==> config.mk <==
export PLATFORM = sky130hd
export DESIGN_NAME = spi_mem_ctrl
export DESIGN_NICKNAME = d
export VERILOG_FILES = /design/src/rtl/spi_mem_ctrl.sv
export SDC_FILE = /design/constraint.sdc
export NUM_CORES = 1
export LEC_CHECK = 0
export BUFFER_PORTS_ARGS = -buffer_cell sky130_fd_sc_hd__buf_2
export CELL_PAD_IN_SITES_DETAIL_PLACEMENT = 1
export CELL_PAD_IN_SITES_GLOBAL_PLACEMENT = 1
export CORE_MARGIN = 2
export CORE_UTILIZATION = 40
export DETAILED_ROUTE_END_ITERATION = 8
export PLACE_DENSITY = 0.86
export SLEW_MARGIN = 40
export SYNTH_ARGS = -nofsm -noshare
export SYNTH_HDL_FRONTEND = slang
export SYNTH_SLANG_ARGS = --single-unit
==> constraint.sdc <==
create_clock -name clk -period 2.95 [get_ports clk]
set_input_delay 0.295 -clock clk [delete_from_list [all_inputs] [get_ports clk]]
set_output_delay 0.295 -clock clk [all_outputs]
set_load 0.02 [all_outputs]
==> src/rtl/spi_mem_ctrl.sv <==
// Host-side controller that turns byte read/write requests into spi_mem pin activity.
// Optional watchdog on the handshake waits: define SPI_CTRL_TIMEOUT_EN.
module spi_mem_ctrl #(
  parameter int MEM_DEPTH      = 32,
  parameter int TIMEOUT_CYCLES = 64
) (
  input  logic       clk,
  input  logic       rst,
  input  logic       req_valid,
  output logic       req_ready,
  input  logic       req_wr,
  input  logic [7:0] req_addr,
  input  logic [7:0] req_wdata,
  output logic       rsp_valid,
  output logic [7:0] rsp_rdata,
  output logic       rsp_err,
  output logic       mem_cs,
  output logic       mem_miso,
  input  logic       mem_mosi,
  input  logic       mem_ready,
  input  logic       mem_op_done
);

  typedef enum logic [2:0] {
    IDLE, SETUP, SHIFT, WAIT_RDY, CAPTURE, WAIT_DONE, RESP
  } state_t;

  localparam logic [8:0] DEPTH9 = 9'(MEM_DEPTH);

  state_t      state;
  logic        wr_q;
  logic [15:0] shreg;
  logic [7:0]  rdata;
  logic [4:0]  cnt;
  logic [4:0]  nbits;
  logic        addr_bad;
  logic        tmo;

  assign nbits    = wr_q ? 5'd16 : 5'd8;
  assign addr_bad = ({1'b0, req_addr} >= DEPTH9);

`ifdef SPI_CTRL_TIMEOUT_EN
  localparam int TW = $clog2(TIMEOUT_CYCLES + 1);
  logic [TW-1:0] tcnt;

  assign tmo = (tcnt == TW'(TIMEOUT_CYCLES - 1));

  // Runs only while stalled in a wait state; any other cycle clears it, so each entry starts at 0.
  always_ff @(posedge clk) begin
    if (rst)
      tcnt <= '0;
    else if (((state == WAIT_RDY && !mem_ready) || (state == WAIT_DONE && !mem_op_done)) && !tmo)
      tcnt <= tcnt + 1'b1;
    else
      tcnt <= '0;
  end
`else
  // No watchdog: the waits never expire.
  assign tmo = (TIMEOUT_CYCLES < 0);
`endif

  always_ff @(posedge clk) begin
    if (rst) begin
      state     <= IDLE;
      req_ready <= 1'b0;
      rsp_valid <= 1'b0;
      rsp_rdata <= 8'h00;
      rsp_err   <= 1'b0;
      mem_cs    <= 1'b1;
      mem_miso  <= 1'b0;
      cnt       <= 5'd0;
    end else begin
      case (state)
        IDLE: begin
          req_ready <= 1'b1;
          if (req_valid && req_ready) begin
            req_ready <= 1'b0;
            wr_q      <= req_wr;
            shreg     <= {req_wdata, req_addr};
            cnt       <= 5'd0;
            if (addr_bad) begin
              state <= RESP;
            end else begin
              state    <= SETUP;
              mem_cs   <= 1'b0;
              mem_miso <= req_wr;
            end
          end
        end
        SETUP: begin
          if (cnt == 5'd0) begin
            cnt <= 5'd1;
          end else begin
            mem_cs   <= 1'b1;
            mem_miso <= shreg[0];
            shreg    <= {1'b0, shreg[15:1]};
            cnt      <= 5'd1;
            state    <= SHIFT;
          end
        end
        SHIFT: begin
          if (cnt == nbits) begin
            mem_miso <= 1'b0;
            cnt      <= 5'd0;
            state    <= wr_q ? WAIT_DONE : WAIT_RDY;
          end else begin
            mem_miso <= shreg[0];
            shreg    <= {1'b0, shreg[15:1]};
            cnt      <= cnt + 5'd1;
          end
        end
        WAIT_RDY: begin
          if (mem_ready) begin
            rdata <= {mem_mosi, rdata[7:1]};
            cnt   <= 5'd1;
            state <= CAPTURE;
          end else if (tmo) begin
            state     <= RESP;
            rsp_valid <= 1'b1;
            rsp_err   <= 1'b1;
            rsp_rdata <= 8'h00;
          end
        end
        CAPTURE: begin
          // LSB arrives first, so shift in from the top; eight samples leave it in bit 0.
          rdata <= {mem_mosi, rdata[7:1]};
          cnt   <= cnt + 5'd1;
          if (cnt == 5'd7)
            state <= WAIT_DONE;
        end
        WAIT_DONE: begin
          if (mem_op_done) begin
            state     <= RESP;
            rsp_valid <= 1'b1;
            rsp_err   <= 1'b0;
            rsp_rdata <= wr_q ? 8'h00 : rdata;
          end else if (tmo) begin
            state     <= RESP;
            rsp_valid <= 1'b1;
            rsp_err   <= 1'b1;
            rsp_rdata <= 8'h00;
          end
        end
        RESP: begin
          // Range errors arrive here with rsp_valid still low and spend one extra cycle raising it.
          if (rsp_valid) begin
            rsp_valid <= 1'b0;
            rsp_err   <= 1'b0;
            rsp_rdata <= 8'h00;
            req_ready <= 1'b1;
            state     <= IDLE;
          end else begin
            rsp_valid <= 1'b1;
            rsp_err   <= 1'b1;
            rsp_rdata <= 8'h00;
          end
        end
        default: state <= IDLE;
      endcase
    end
  end

endmodule

# Word-level counts from Yosys, hierarchy flattened
# Cells that the tools add are included.
# word_totals
ff_bits,46
input_bits,23
word_cells,90
# op_classes
add_sub_neg,1
n_lt_le_gt_ge,1
n_eq_ne,17
n_mux,41
bitwise_logic,1
reduce_logical,18
# op_table
op,count
two-way mux 16 bit,3
case mux 16 bit (3 select lines),1
case mux 8 bit (2 select lines),2
two-way mux 3 bit,9
case mux 5 bit (5 select lines),1
two-way mux 8 bit,3
case mux 3 bit (7 select lines),1
two-way mux 5 bit,4
inequality test 2 bit (second input constant),9
two-way mux 1 bit,12
== test 3 bit (second input constant),3
AND reduction 3 bit,3
greater-or-equal comparator 8 x 6 -> 1 bit (second input constant),1
case mux 1 bit (2 select lines),4
AND reduction 4 bit,2
nonzero test 2 bit,4
AND reduction 7 bit,1
== test 3 x 2 -> 1 bit (second input constant),2
adder 5 x 1 -> 5 bit (second input constant),1
== test 5 x 3 -> 1 bit (second input constant),1
== test 5 bit,1
logical NOT 5 bit,1
AND reduction 5 bit,1
nonzero test 5 bit,1
7 further kinds,8

# Logic depth before layout (Yosys ltp)
# Gate-level depths: netlist of run 1.
# logic_depth
word_depth,4
ltp_mapped,6

# Least setup slack after synthesis of run 1
# No wires, ideal clock.
# synth_timing
kind,reg-to-reg
from,register wr_q
to,register shreg[0] (enable)
setup_ps,436
arrival_ps,2731
required_ps,2514
path_slack_ps,-217
path_stages_with_launch,5
synth_period_minus_slack_ps,3167
cell_sequence,edfxtp_1 -> and3b_1 -> o21ai_0 -> a211oi_1 -> nor4b_1
# synth_via
elab_chain_len,4
# synth_lines
element,line_no,text
from (decl),31,logic wr_q;
from (signal assigned),78,wr_q <= req_wr;
two-way mux 5 bit,39,assign nbits = wr_q ? 5'd16 : 5'd8;
== test 5 bit,102,if (cnt == nbits) begin
inequality test 2 bit (no source line),--,
AND reduction 5 bit (no source line),--,
to (signal assigned),79,"shreg <= {req_wdata, req_addr};"
to (signal assigned),96,"shreg <= {1'b0, shreg[15:1]};"
to (signal assigned),108,"shreg <= {1'b0, shreg[15:1]};"
to (decl),32,logic [15:0] shreg;
# Every way passes these cells.
# A chain may end at the register's enable or synchronous reset.

# Final worst setup path of run 1
# layout_timing
from,register wr_q
to,register shreg[13] (enable)
# Same word-level chain as after synthesis.

==> results of run 1 <==
## area by class of cell
| cell class | count | area, um2 |
|---|---|---|
| clock inverters | 2 | 13.8 |
| clock buffers | 6 | 93.8 |
| multi-input cells | 139 | 991 |
| well taps | 72 | 90.1 |
| inverters | 9 | 33.8 |
| fillers | 592 | 2830 |
| flip-flops and latches | 46 | 1170 |
| repair buffers | 40 | 213 |
## metrics by stage
step | instances | utilization
2_1_floorplan | 203 | -
3_3_place_gp | 305 | 0.458
3_5_place_dp | 306 | 0.459
4_1_cts | 314 | 0.479
5_1_grt | 314 | 0.479
6_report | 314 | 0.479
## report_power, final
part | internal (W) | leakage, nW | switching [W]
clock | 0.000220 | 0.0567 | 0.000223
combinational | 0.000344 | 0.533 | 0.000422
sequential | 0.000825 | 0.400 | 0.000110
total | 0.00139 | 0.990 | 0.000755
## cells by family after synthesis
kind of cell,synth area share
muxes,0.0957
DFF,0.524
adders and majority gates,0.0112
AOI/OAI and AO/OA,0.160
and+or+nand+nor,0.162
xor gates and xnor gates,0.00784
buffers and inverters,0.0392
## metal layers
| metal | part of all wire | global-route usage |
|---|---|---|
| met4 | 0.015 | 0.0632 |
| met2 | 0.50 | 0.319 |
| met3 | 0.043 | 0.0352 |
| met5 | 0 | 0 |
| met1 | 0.44 | 0.238 |
## path summary, 6_finish.rpt
check | startpoint | to | slack [ps] | cells after the start
min reg2reg | rdata[6]$_DFFE_PP_ | rdata[5]$_DFFE_PP_ | 450 | 0
max | wr_q$_DFFE_PP_ | shreg[13]$_DFFE_PP_ | 670 | 5
min | mem_mosi | rdata[7]$_DFFE_PP_ | 170 | 1
max reg2reg | wr_q$_DFFE_PP_ | shreg[13]$_DFFE_PP_ | 670 | 5
## cells in the mapped netlist (2+ instances only)
cell type	n	area share
xor2_1	2	0.0078
nand2_1	8	0.013
a211o_1	3	0.012
nor4_1	2	0.0056
nand3b_1	3	0.010
edfxtp_1	25	0.34
ha_1	2	0.011
dfxtp_1	21	0.19
nor2_1	17	0.029
mux2_1	2	0.010
a31oi_1	5	0.014
nor3b_1	6	0.020
buf_2	4	0.0090
o31ai_1	2	0.0067
o211ai_1	2	0.0067
mux2i_1	3	0.013
mux2_2	13	0.066
nor2b_1	5	0.014
a22oi_1	4	0.013
o21ai_1	3	0.0067
o21ai_0	6	0.013
o22ai_1	3	0.0084
and3b_1	2	0.0078
nor3_1	3	0.0067
buf_4	2	0.0067
a21oi_1	11	0.025
a21o_1	3	0.010
inv_1	8	0.013
nand3_1	7	0.016
nand2b_1	3	0.0084
## flip-flops by register name, indices dropped and copies added (netlist names)
name	flops
cnt	5
mem_cs	1
mem_miso	1
rdata	8
req_ready	1
rsp_err	1
rsp_rdata	8
rsp_valid	1
shreg	16
state	3
wr_q	1
## cells in the final DEF (no fill, tap or decap), types with 2 or more instances in the layout
cell type,count
o211ai_1,2
and3b_1,2
nor2b_1,5
buf_2,35
nand3b_1,3
o31ai_1,2
nand2b_1,3
clkbuf_8,5
xor2_1,2
nor3_1,3
mux2i_1,3
edfxtp_1,25
a22oi_1,4
nor2_1,17
dfxtp_1,20
a21o_1,3
ha_1,2
nor4_1,2
a21oi_1,11
buf_4,5
o21ai_1,3
nand3_1,7
a31oi_1,5
o22ai_1,3
mux2_1,2
inv_1,8
mux2_2,13
nand2_1,8
a211o_1,3
o21ai_0,6
nor3b_1,6
==> impl_metrics.ini, run 1 <==
[outcome]
status = completed

[timing]
setup_ws_ps = 666
final_hold_viol_count = 0
period_share = 0.774
whs_ps = 171
tightest_slew_ps = 658
slew_headroom = 0.560
min_period_ps = 2280
finalMaxSlewViolations = 0
max_freq_mhz = 438
fin_tns_setup_ps = 0
setup_viol = 0
rsz0062_at_grt = false
fin_skew_ps = 7.15

[synthesis]
syn_area_um2 = 2230
synth_edf_count = 25
synth_cell_types = 53
synthFlopType = edfxtp_1
async_flop_share = 0
syn_inst = 203
yosysWarnings = 0
syn-num-nets = 228
ys_seq_area_frac = 0.524
synth_area_per_cell_um2 = 11.0
synth_seq_cells = 46

[finish]
final_nets = 266
syn_to_final_growth_pct = 16.7
antenna_cells = 0
finish.instance_area_um2 = 2610
drive_gt1_frac = 0.289

[clock_network]
cts_made_buffers = 5
cts_root_buffer = clkbuf_8
hold_buffers = 0
cts_resized = 0
post_cts_buffers = 0
clkSinkCount = 46
path_clk_slew_ps = 90
cts_buffer_depth = 2
worstSkewPairLatency_ps = 300
cts_max_level = 2
cts_tree = built

[pwr]
vdd_ir_drop_max_v = 0.000335
power_density_nw_per_um2 = 822
p_leak_nw = 0.990
total_power_w = 0.00214

[global_routing]
grt-ovfl-total = 0
grt_pass1_wl_um = 9060
grt_pass1_vias = 1833
antenna_found_initial = 0
grt_start_max_net_pins = 26
grt.total_usage = 0.187

[place]
port_buffers = 35
postPlaceCellArea_um2 = 2500
gp_congestion = 0.861
post-dp-hpwl_um = 3920
dpl_worst_slack_ps = 712

[routing]
vias = 1757
drt_iter0_drc = 63
route.detailed.drc = 0
wl_per_cell_um = 17.0
antenna_left = 0
via_per_inst = 5.60
wirelength_um = 5330
first_pass_iters = 4

[worst_setup_path]
crit_family = simple AND/OR/NAND/NOR gates
path_buf_inv = 1
cp.arrival_ps = 2290
crit_required_ps = 2960
start_kind = flop
crit_type = flop to flop
endpoint_kind = flop
crit_fanout = 10
crit_path_max_incr_delay_ps = 510
cpMaxStageDelayCell = edfxtp_1
crit_chain = and3b_1 -> o21ai_0 -> a211oi_1 -> nor4b_4 -> buf_4

[run]
max-cap-violations = 0

[floorplanning]
die_h_um = 78.7
die_area_um2 = 6200
core_um2 = 5440
start_util = 0.411
row_count = 27
die_w_um = 78.7
ios = 36

[worst_hold_path]
min_path_type = input port to flop
No activity file was read; power rests on OpenSTA's default activity.
==> run 2, diff against run 1 <==
--- a/config.mk
+++ b/config.mk
@@ -5,13 +5,14 @@
 export SDC_FILE = /design/constraint.sdc
 export NUM_CORES = 1
 export LEC_CHECK = 0
+export ABC_AREA = 1
 export BUFFER_PORTS_ARGS = -buffer_cell sky130_fd_sc_hd__buf_2
 export CELL_PAD_IN_SITES_DETAIL_PLACEMENT = 1
 export CELL_PAD_IN_SITES_GLOBAL_PLACEMENT = 1
 export CORE_MARGIN = 2
-export CORE_UTILIZATION = 40
+export CORE_UTILIZATION = 41
 export DETAILED_ROUTE_END_ITERATION = 8
-export PLACE_DENSITY = 0.86
+export PLACE_DENSITY = 0.88
 export SLEW_MARGIN = 40
 export SYNTH_ARGS = -nofsm -noshare
 export SYNTH_HDL_FRONTEND = slang
==> constraint.sdc (replaced) <==
create_clock -name clk -period 2.3 [get_ports clk]
set_input_delay 0.23 -clock clk [delete_from_list [all_inputs] [get_ports clk]]
set_output_delay 0.23 -clock clk [all_outputs]
set_load 0.02 [all_outputs]
==> run 2 against run 1 <==
Compared with the run above:
- critical path depth grew 4
- sequential power rose by 30%
- non-clock buffer count is 1 higher
- largest cell class unchanged
- clock-buffer cell count stayed put
- critical path type unchanged
- sequential cell count did not move
==> impl_metrics.ini, run 2 <==
[routing]
vias = 1911
via_per_inst = 4.88
route.detailed.drc = 0
wl_per_cell_um = 14.1
wirelength_um = 5530
drt_iter0_drc = 111
first_pass_iters = 4
antenna_left = 0

[global_routing]
grt.total_usage = 0.198
antenna_found_initial = 0
grt-ovfl-total = 0
grt_pass1_vias = 1968
grt_pass1_wl_um = 9450
grt_start_max_net_pins = 21

[floorplanning]
die_h_um = 77.8
die_area_um2 = 6060
start_util = 0.432
die_w_um = 77.8
row_count = 26
ios = 36
core_um2 = 5170

[finish]
fillers = 657
drive_gt1_frac = 0.236
reg_top3 = shreg (16), rdata (8), rsp_rdata (8)
largest-register = shreg
syn_to_final_growth_pct = 18.2
antenna_cells = 0
final_common_cell = nand2_1
final_nets = 346
fin_util = 0.511
largest_reg_flops = 16
finish.instance_area_um2 = 2640
final_cell_mix = nand2_1 (105), buf_2 (35), inv_1 (27), nor2_1 (25), edfxtp_1 (25)

[timing]
finalMaxSlewViolations = 0
fin_tns_setup_ps = 0
min_period_ps = 2020
period_share = 0.879
slew_headroom = 0.495
final_hold_viol_count = 0
setup_viol = 0
fin_skew_ps = 9.28
tightest_slew_ps = 755
rsz0062_at_grt = false
max_freq_mhz = 494

[worst_setup_path]
crit_type = flop to flop
start_kind = flop
crit_required_ps = 2230
crit_fanout = 16
r2r_cells = 9
regToRegSetupSlack_ps = 280
r2r_start = cnt[0]$_SDFFE_PP0P_
endpoint_kind = flop
cp.arrival_ps = 1960
regToRegEndpoint = shreg[13]$_DFFE_PP_

[synthesis]
yosysWarnings = 0
async_flop_share = 0
synth_most_common_cell = nand2_1
synth_area_leaders = edfxtp_1 (34%), dfxtp_1 (19%), nand2_1 (18%)
synth_edf_count = 25
yosysTopAreaCellShare = 0.336
synthFlopType = edfxtp_1
synth_common_cells = nand2_1 (105), inv_1 (27), edfxtp_1 (25), nor2_1 (25), dfxtp_1 (21)
syn-num-nets = 304
synth_seq_cells = 46
syn_area_um2 = 2240
syn_inst = 279
ys_seq_area_frac = 0.524
yosys.area.top_type = edfxtp_1
synth_area_per_cell_um2 = 8.01
synth_cell_types = 26

[clock_network]
hold_buffers = 0
cts_root_buffer = clkbuf_8
post_cts_buffers = 0
path_clk_slew_ps = 90
cts_tree = built
clkSinkCount = 46
cts_max_level = 2
worstSkewPairLatency_ps = 300
cts_buffer_depth = 2
cts_made_buffers = 5
cts_resized = 0

[pwr]
power.internal_w = 0.00189
comb_power_share = 0.388
power.switching_w = 0.00123
power_density_nw_per_um2 = 1180
seqPwrFrac = 0.392
swShare = 0.395
vdd_ir_drop_max_v = 0.000574
pwr-share-clk = 0.220
p_leak_nw = 1.26

[place]
post-dp-hpwl_um = 4220
port_buffers = 35
gp_congestion = 0.840
postPlaceCellArea_um2 = 2510

[worst_hold_path]
min_to = rdata[7]$_DFFE_PP_
whs_path_depth = 1
min_path_type = input port to flop
min-delay-start = mem_mosi

[outcome]
status = completed

[run]
max-cap-violations = 0
[run 2: worst max path at each step]
stage                         from             endpoint  slack (ps)
6_report       cnt[0]$_SDFFE_PP0P_  shreg[13]$_DFFE_PP_         280
5_1_grt        cnt[1]$_SDFFE_PP0P_  shreg[13]$_DFFE_PP_          90
4_1_cts        cnt[0]$_SDFFE_PP0P_  shreg[13]$_DFFE_PP_         260
3_5_place_dp   cnt[0]$_SDFFE_PP0P_  shreg[12]$_DFFE_PP_         280
3_3_place_gp   cnt[0]$_SDFFE_PP0P_  shreg[11]$_DFFE_PP_          30
2_1_floorplan  cnt[0]$_SDFFE_PP0P_   shreg[0]$_DFFE_PP_         330
[run 2: cell families after synthesis]
group                    count (synthesis)  synth area share
XOR/XNOR                                 2           0.00784
buffers and inverters                   42            0.0806
adder cells (fa/ha/maj)                  2            0.0112
flip-flops                              46             0.524
AND/OR/NAND/NOR                        164             0.323
AO/OA/AOI/OAI                           23            0.0537
[run 2: metal layers]
layer	GRT usage	part of all wire	vias up
met5	0	0	-
met4	0.0482	0.012	0
met3	0.0395	0.033	7
met2	0.359	0.51	46
met1	0.240	0.44	902
li1	-	-	956
[run 2: power groups by stage]
stage / Sequential [W] / Clock [W] / Combinational [W]
global placement: 0.00122 / 0 / 0.00114
CTS: 0.00122 / 0.000695 / 0.00123
floorplan: 0.00123 / 0 / 0.000863
finish: 0.00122 / 0.000685 / 0.00121
detailed placement: 0.00124 / 0 / 0.00121
global route: 0.00124 / 0.000726 / 0.00138
[run 2: area by class of cell]
type,instances,area (um2),share of cell area
inverter,36,135,0.0511
tap,70,87.6,0.0331
multi-input combinational,191,896,0.339
clock inverter,2,38.8,0.0147
sequential,46,1170,0.443
clock buffer,6,93.8,0.0355
timing repair buffer,41,220,0.0833
[run 2: worst max-delay path: stages, from the launching register on]
cell	delay, ps
dfxtp_1	360
inv_1	80
ha_1	210
inv_1	60
nor2_1	30
nand2_1	60
nor2_1	60
inv_1	70
o21ai_0	130
nor3_4	610
[run 2: stage by stage]
stage | hold WS [ps] | cells | total power (W) | worst slack, ps
after global routing | 80.4 | 392 | 0.00335 | 93.2
after CTS | 87.9 | 392 | 0.00315 | 263
after detailed placement | 409 | 384 | 0.00244 | 279
after global placement | 410 | 384 | 0.00237 | 34.0
final | 93.5 | 392 | 0.00312 | 277
after floorplan | 329 | 279 | 0.00210 | 333
